**src/rtl/ps2_key_tx_if.sv**
```systemverilog
// Key-event input and PS/2 wire-side outputs of ps2_key_tx.
// The master side (hps_io) drives ps2_key; the slave side (ps2_key_tx) drives the rest.
interface ps2_key_tx_if;
  logic [10:0] ps2_key;
  logic        ps2_clk;
  logic        ps2_data;
  logic        busy;
  logic        overflow;

  modport master (output ps2_key, input ps2_clk, ps2_data, busy, overflow);
  modport slave  (input ps2_key, output ps2_clk, ps2_data, busy, overflow);
endinterface

```
**src/rtl/ps2_key_tx.sv**
```systemverilog
// Turns hps_io ps2_key toggle events into 1-3 byte scancode sequences and
// serialises them from a byte FIFO as device-side 11-bit PS/2 frames.
module ps2_key_tx #(
  parameter int unsigned CLK_HZ     = 28636360,
  parameter int unsigned PS2_HZ     = 12500,
  parameter int unsigned FIFO_DEPTH = 8,
  parameter int unsigned GAP_BITS   = 4
) (
  input  logic        clk_sys,
  input  logic        reset_n,
  ps2_key_tx_if.slave bus
);
  localparam int unsigned HALF_DIV   = CLK_HZ / (2 * PS2_HZ);
  localparam int unsigned GAP_LEN    = GAP_BITS * 2 * HALF_DIV;
  localparam int unsigned DIV_MAX    = (GAP_LEN > HALF_DIV) ? GAP_LEN : HALF_DIV;
  localparam int unsigned DIV_W      = $clog2(DIV_MAX + 1);
  localparam int unsigned AW         = $clog2(FIFO_DEPTH);
  localparam int unsigned CW         = AW + 1;
  localparam int unsigned GAP_LAST_I = (GAP_LEN == 0) ? 0 : GAP_LEN - 1;

  localparam logic [DIV_W-1:0] HALF_LAST = DIV_W'(HALF_DIV - 1);
  localparam logic [DIV_W-1:0] GAP_LAST  = DIV_W'(GAP_LAST_I);
  localparam logic [CW-1:0]    DEPTH_C   = CW'(FIFO_DEPTH);

  if (HALF_DIV < 2) begin : g_bad_div
    $error("ps2_key_tx: CLK_HZ/(2*PS2_HZ) must be at least 2");
  end
  if ((FIFO_DEPTH < 4) || ((FIFO_DEPTH & (FIFO_DEPTH - 1)) != 0)) begin : g_bad_depth
    $error("ps2_key_tx: FIFO_DEPTH must be a power of 2 and at least 4");
  end

  typedef enum logic [1:0] {
    IDLE,
    BIT_HI,
    BIT_LO,
    GAP
  } state_e;

  state_e           state_q, state_d;
  logic [DIV_W-1:0] div_q, div_d;
  logic [3:0]       bit_idx_q, bit_idx_d;
  logic [10:0]      shift_q, shift_d;
  logic             clk_q, clk_d;
  logic             data_q, data_d;
  logic             tog_q, tog_d;
  logic             ovf_q, ovf_d;
  logic [AW-1:0]    wr_ptr_q, wr_ptr_d;
  logic [AW-1:0]    rd_ptr_q, rd_ptr_d;
  logic [CW-1:0]    count_q, count_d;
  logic [7:0]       mem_q [FIFO_DEPTH];
  logic [7:0]       mem_d [FIFO_DEPTH];

  logic             ev;
  logic [2:0][7:0]  ev_bytes;
  logic [1:0]       ev_len;
  logic [CW-1:0]    free_slots;
  logic             accept;
  logic             pop;
  logic [7:0]       head;

  // Event detection and scancode expansion
  always_comb begin
    tog_d    = bus.ps2_key[10];
    ev       = bus.ps2_key[10] ^ tog_q;
    ev_bytes = '0;
    ev_len   = 2'd1;
    unique case ({bus.ps2_key[9], bus.ps2_key[8]})
      2'b10: begin
        ev_bytes[0] = bus.ps2_key[7:0];
        ev_len      = 2'd1;
      end
      2'b11: begin
        ev_bytes[0] = 8'hE0;
        ev_bytes[1] = bus.ps2_key[7:0];
        ev_len      = 2'd2;
      end
      2'b00: begin
        ev_bytes[0] = 8'hF0;
        ev_bytes[1] = bus.ps2_key[7:0];
        ev_len      = 2'd2;
      end
      default: begin
        ev_bytes[0] = 8'hE0;
        ev_bytes[1] = 8'hF0;
        ev_bytes[2] = bus.ps2_key[7:0];
        ev_len      = 2'd3;
      end
    endcase
  end

  // Admission uses the pre-pop occupancy so a same-cycle pop never frees room
  // for a sequence that would otherwise be dropped.
  always_comb begin
    free_slots = DEPTH_C - count_q;
    accept     = ev && (free_slots >= CW'(ev_len));
    ovf_d      = ovf_q | (ev & ~accept);
    head       = mem_q[rd_ptr_q];

    mem_d    = mem_q;
    wr_ptr_d = wr_ptr_q;
    if (accept) begin
      for (int unsigned i = 0; i < 3; i++) begin
        if (2'(i) < ev_len) begin
          mem_d[wr_ptr_q + AW'(i)] = ev_bytes[i];
        end
      end
      wr_ptr_d = wr_ptr_q + AW'(ev_len);
    end

    rd_ptr_d = pop ? rd_ptr_q + AW'(1) : rd_ptr_q;
    count_d  = count_q + (accept ? CW'(ev_len) : '0) - (pop ? CW'(1) : '0);
  end

  // Transmitter: data only moves on BIT_HI entry, receiver samples on ps2_clk fall
  always_comb begin
    state_d   = state_q;
    div_d     = div_q;
    bit_idx_d = bit_idx_q;
    shift_d   = shift_q;
    clk_d     = clk_q;
    data_d    = data_q;
    pop       = 1'b0;

    unique case (state_q)
      IDLE: begin
        clk_d  = 1'b1;
        data_d = 1'b1;
        if (count_q != '0) begin
          pop       = 1'b1;
          shift_d   = {1'b1, ~^head, head, 1'b0};
          data_d    = 1'b0;
          bit_idx_d = '0;
          div_d     = '0;
          state_d   = BIT_HI;
        end
      end
      BIT_HI: begin
        if (div_q == HALF_LAST) begin
          div_d   = '0;
          clk_d   = 1'b0;
          state_d = BIT_LO;
        end else begin
          div_d = div_q + 1'b1;
        end
      end
      BIT_LO: begin
        if (div_q == HALF_LAST) begin
          div_d = '0;
          clk_d = 1'b1;
          if (bit_idx_q < 4'd10) begin
            bit_idx_d = bit_idx_q + 1'b1;
            shift_d   = {1'b1, shift_q[10:1]};
            data_d    = shift_q[1];
            state_d   = BIT_HI;
          end else begin
            data_d  = 1'b1;
            state_d = GAP;
          end
        end else begin
          div_d = div_q + 1'b1;
        end
      end
      GAP: begin
        clk_d  = 1'b1;
        data_d = 1'b1;
        if (div_q == GAP_LAST) begin
          div_d   = '0;
          state_d = IDLE;
        end else begin
          div_d = div_q + 1'b1;
        end
      end
      default: begin
        state_d = IDLE;
      end
    endcase
  end

  always_ff @(posedge clk_sys) begin
    if (!reset_n) begin
      state_q   <= IDLE;
      div_q     <= '0;
      bit_idx_q <= '0;
      shift_q   <= '1;
      clk_q     <= 1'b1;
      data_q    <= 1'b1;
      tog_q     <= bus.ps2_key[10];
      ovf_q     <= 1'b0;
      wr_ptr_q  <= '0;
      rd_ptr_q  <= '0;
      count_q   <= '0;
    end else begin
      state_q   <= state_d;
      div_q     <= div_d;
      bit_idx_q <= bit_idx_d;
      shift_q   <= shift_d;
      clk_q     <= clk_d;
      data_q    <= data_d;
      tog_q     <= tog_d;
      ovf_q     <= ovf_d;
      wr_ptr_q  <= wr_ptr_d;
      rd_ptr_q  <= rd_ptr_d;
      count_q   <= count_d;
    end
  end

  always_ff @(posedge clk_sys) begin
    mem_q <= mem_d;
  end

  assign bus.ps2_clk  = clk_q;
  assign bus.ps2_data = data_q;
  assign bus.busy     = (state_q != IDLE) || (count_q != '0);
  assign bus.overflow = ovf_q;
endmodule

```
**src/flat_wrapper.sv**
```systemverilog
// flat-port wrapper written by rule: the top's interface ports become plain ports
module ps2_key_tx_flat 
#(
  parameter int unsigned CLK_HZ     = 28636360,
  parameter int unsigned PS2_HZ     = 12500,
  parameter int unsigned FIFO_DEPTH = 8,
  parameter int unsigned GAP_BITS   = 4
)
  (clk_sys, reset_n, bus_ps2_key, bus_ps2_clk, bus_ps2_data, bus_busy, bus_overflow);
  ps2_key_tx_if bus_i ();
  input  logic clk_sys;
  input  logic reset_n;
  input wire logic [$bits(bus_i.ps2_key)-1:0] bus_ps2_key;
  output wire logic [$bits(bus_i.ps2_clk)-1:0] bus_ps2_clk;
  output wire logic [$bits(bus_i.ps2_data)-1:0] bus_ps2_data;
  output wire logic [$bits(bus_i.busy)-1:0] bus_busy;
  output wire logic [$bits(bus_i.overflow)-1:0] bus_overflow;
  assign bus_i.ps2_key = bus_ps2_key;
  assign bus_ps2_clk = bus_i.ps2_clk;
  assign bus_ps2_data = bus_i.ps2_data;
  assign bus_busy = bus_i.busy;
  assign bus_overflow = bus_i.overflow;
  ps2_key_tx #(.CLK_HZ(CLK_HZ), .PS2_HZ(PS2_HZ), .FIFO_DEPTH(FIFO_DEPTH), .GAP_BITS(GAP_BITS)) u_core (.clk_sys(clk_sys), .reset_n(reset_n), .bus(bus_i));
endmodule
```
**config.mk**
```make
export PLATFORM = sky130hd
export DESIGN_NAME = ps2_key_tx_flat
export DESIGN_NICKNAME = d
export VERILOG_FILES = /design/src/rtl/ps2_key_tx_if.sv /design/src/rtl/ps2_key_tx.sv /design/src/flat_wrapper.sv
export SDC_FILE = /design/constraint.sdc
export NUM_CORES = 1
export LEC_CHECK = 0
export CAP_MARGIN = 20
export CORE_AREA = 2 2 162 164
export CTS_CLUSTER_SIZE = 8
export DETAILED_ROUTE_END_ITERATION = 7
export DIE_AREA = 0 0 164 166
export HOLD_SLACK_MARGIN = 0.12
export RECOVER_POWER = 50
export SETUP_SLACK_MARGIN = 0.1
export SLEW_MARGIN = 20
export SYNTH_ARGS = -nofsm -noshare
export SYNTH_HDL_FRONTEND = slang
export SYNTH_SLANG_ARGS = --single-unit
export TNS_END_PERCENT = 20
```
**constraint.sdc**
```tcl
create_clock -name clk_sys -period 7.7 [get_ports clk_sys]
set_input_delay 1.155 -clock clk_sys [delete_from_list [all_inputs] [get_ports clk_sys]]
set_output_delay 1.155 -clock clk_sys [all_outputs]
set_load 0.005 [all_outputs]
```
==> metrics.csv <==
stage;metric;value;unit
floorplanning;fp.coreArea;0.02562;sq mm
synthesis;synth_simple_gate_area_share;0.1832;
grt;grt_pass1_wl;29670;um
setup_path;cp.buffers_inverters;5;
sta;tightest_slew;1.528;ns
sta;relSlewSlack;-0.02964;
clock_network;cts_tree;done;
drt;drt_iter0_drc;519;
sta;fin_crit_sh;0.6746;
synthesis;syn-num-nets;841;
synthesis;ys_top_cells_by_count;137 x nand2_1, 83 x o21ai_1, 78 x nor2_1, 64 x edfxtp_1;
grt;antenna_found_initial;0;
clock_network;clkLatencyLatePin;0.37;ns
setup_path;cp_slowest_stage_delay;0.80;ns
grt;grt_pass1_vias;5499;
drt;drt_pass1_iterations;5;
synthesis;synth_edf_count;64;
drt;drc;0;
power_and_ir_drop;p_leak;0.002649;uW
synthesis;synth_top_area_cell;edfxtp_1;
setup_path;worstPathCellList;dlygate4sd3_1 > inv_1 > ha_1 > clkbuf_1 > ha_1 > o21ai_0 > a31oi_4 > buf_4 > nand2b_1 > ha_1 > inv_1 > ha_1 > a21o_1 > a21oi_1 > xor2_1 > and2_1;
final_layout;synthToLayoutAreaGrowth;11.18;%
floorplanning;die_h;166;um
clock_network;cts_hold_buf;0;
power_and_ir_drop;p_per_area;422.0;mW/mm^2
synthesis;synth_xor_area_frac;0.03845;
setup_path;cp_max_fo;70;
clock_network;cts_max_level;3;
synthesis;netlist_instances;802;
final_layout;antennaDiodeCount;0;
synthesis;muxShareOfSynthArea;0.1180;
clock_network;clock_path_buffers;2;
grt;grtUsageMet3;0.02622;
grt;grt_max_degree;71;
sta;holdWs;0.4824;ns
drt;wl_per_cell;15.74;um
clock_network;cts_made_buffers;9;
synthesis;synth_cell_types;52;
grt;track_usage;0.1363;
clock_network;post_cts_buffers;0;
drt;routed_via_density;5.011;
outcome;status;finished, violations left;
synthesis;ys_ff_latch;107;
drt;detail-route-antenna-nets;0;
synthesis;synth.avg_cell_area;8.765;sq um
floorplanning;start_util;0.2744;
synthesis;synth_top_area_share;0.2734;
power_and_ir_drop;power;3298;uW
setup_path;arrival;5.45;ns
setup_path;crit_path_start_kind;primary input;
clock_network;clkTransAtPathRegs;0.07;ns
setup_path;crit_family;buffers and inverters;
floorplanning;die-area;0.02722;sq mm
drt;vias;5692;
clock_network;post_cts_resized;0;
sta;drv_slew;15;
sta;rsz0062_at_grt;no;
clock_network;clockRootBuffer;clkbuf_16;
synthesis;async_flop_share;0;
synthesis;synth_compound_area_frac;0.1696;
sta;tns;0;ns
setup_path;required;7.95;ns
floorplanning;placementRows;59;
placement;gp_congestion;0.8242;
floorplanning;die_w;164;um
setup_path;critPathKind;primary input to flip-flop;
sta;fmaxAchievable;0.1925;GHz
sta;layout_setup_ws;2.505;ns
grt;use_met1;0.1915;
sta;hold_violations;0;
min_path;timing.hold.worst.class;flip-flop to flip-flop;
synthesis;synth-main-ff-cell;edfxtp_1;
synthesis;synth_warnings;0;
sta;period_minus_slack;5.195;ns
setup_path;worstSetupEndpointType;flip-flop;
synthesis;yosysSeqAreaShare;0.3959;
grt;grt_overflow;0;
placement;portBuffers;16;
clock_network;cts_num_sinks;107;
synthesis;synth_top_family_by_area;simple AND/OR/NAND/NOR gates;
floorplanning;ios;17;
outcome;violations;max-capacitance violations, max-slew violations;
synthesis;synth_most_common_cell;nand2_1;
synthesis;synth_area;0.007029;sq mm
setup_path;cp_slowest_cell;clkbuf_1;
drt;wirelength;17880;um
synthesis;synthTopCellsByArea;edfxtp_1 27%, dfxtp_1 12%, nand2_1 7.3%;
setup_path;crit_top_cell;ha_1;
synthesis;synthAdderAreaFrac;0.04842;
final_layout;drive_gt1_frac;0.05868;
sta;fin_worst_skew;0.01578;ns
placement;pre_cts_ws;2.616;ns
job;cap_violations;1;
sta;finalSetupViolCount;0;
placement;dp_hpwl;12280;um
power_and_ir_drop;ir_drop;0.1636;mV
final_layout;final_nets;835;
grt;busiest_layer;met2;
grt;met2_usage;0.2066;
==> sequential cells by signal, indices dropped and copies added, names as in the netlist, 2 cells and up <==
signal,flops
u_core.bit_idx_q,4
u_core.count_q,4
u_core.div_q,14
u_core.mem_q,64
u_core.rd_ptr_q,3
u_core.shift_q,9
u_core.state_q,2
u_core.wr_ptr_q,3
==> final cells by class <==
class / count / area, sq um
Clock inverter: 7 / 91.34
Sequential cell: 107 / 2783
Clock buffer: 9 / 225.2
Timing Repair Buffer: 28 / 231.5
Tap cell: 335 / 419.2
Multi-Input combinational cell: 618 / 3945
Inverter: 32 / 120.1
Fill cell: 2691 / 17800
==> placed cells by master, fill, tap and decap left out, types with 11 or more instances in the layout <==
cell	count
nand2_1	137
nor2_1	75
edfxtp_1	64
o21ai_1	60
o21ai_0	59
a21oi_1	43
dfxtp_1	43
inv_1	31
a211oi_1	30
ha_1	24
mux2i_1	23
nand3_1	22
xnor2_1	16
xor2_1	13
mux2_1	13
mux4_2	13
nor3_1	11
==> where the power goes <==
| group | internal [uW] | switching, uW |
|---|---|---|
| Sequential | 969 | 165 |
| Combinational | 724 | 938 |
| Clock | 261 | 242 |
==> worst register-to-register path, cell delays in order (launching register included) <==
cell	delay [ns]
dfxtp_1	0.34
inv_1	0.08
ha_1	0.31
ha_1	0.28
o21ai_0	0.17
a31oi_4	0.17
buf_4	0.74
nand2b_1	0.13
ha_1	0.36
inv_1	0.05
ha_1	0.29
a21o_1	0.18
a21oi_1	0.16
xor2_1	0.07
and2_1	0.15
==> path summary, 6_finish.rpt <==
kind | startpoint | end | slack, ns | cells past startpoint
min reg2reg | u_core.bus.overflow$_SDFF_PN0_ | u_core.bus.overflow$_SDFF_PN0_ | 0.48 | 2
max reg2reg | u_core.count_q[0]$_SDFF_PN0_ | u_core.count_q[3]$_SDFF_PN0_ | 4.11 | 14
min | u_core.bus.overflow$_SDFF_PN0_ | u_core.bus.overflow$_SDFF_PN0_ | 0.48 | 2
max | bus_ps2_key[8] | u_core.count_q[3]$_SDFF_PN0_ | 2.51 | 16
==> metrics by stage <==
step | instance area [sq um] | util | cells
finish | 7815 | 0.3051 | 1136
global route | 7815 | 0.3051 | 1136
CTS | 7839 | 0.3060 | 1136
detailed placement | 7522 | 0.2937 | 1120
global placement | 7522 | 0.2937 | 1120
floorplan | 7029 | - | 802
==> routing by layer <==
layer,vias up,part of all wire
met3,26,0.045
li1,2854,-
met5,-,0
met1,2652,0.47
met2,160,0.46
met4,0,0.018
==> logic make-up after synthesis <==
logic type | Yosys count
AO/OA/AOI/OAI | 212
XOR/XNOR | 30
adder cells (fa/ha/maj) | 26
buffers and inverters | 77
flip-flops | 107
multiplexers | 56
AND/OR/NAND/NOR | 294
Note: power is estimated with default switching activity, not from simulation.
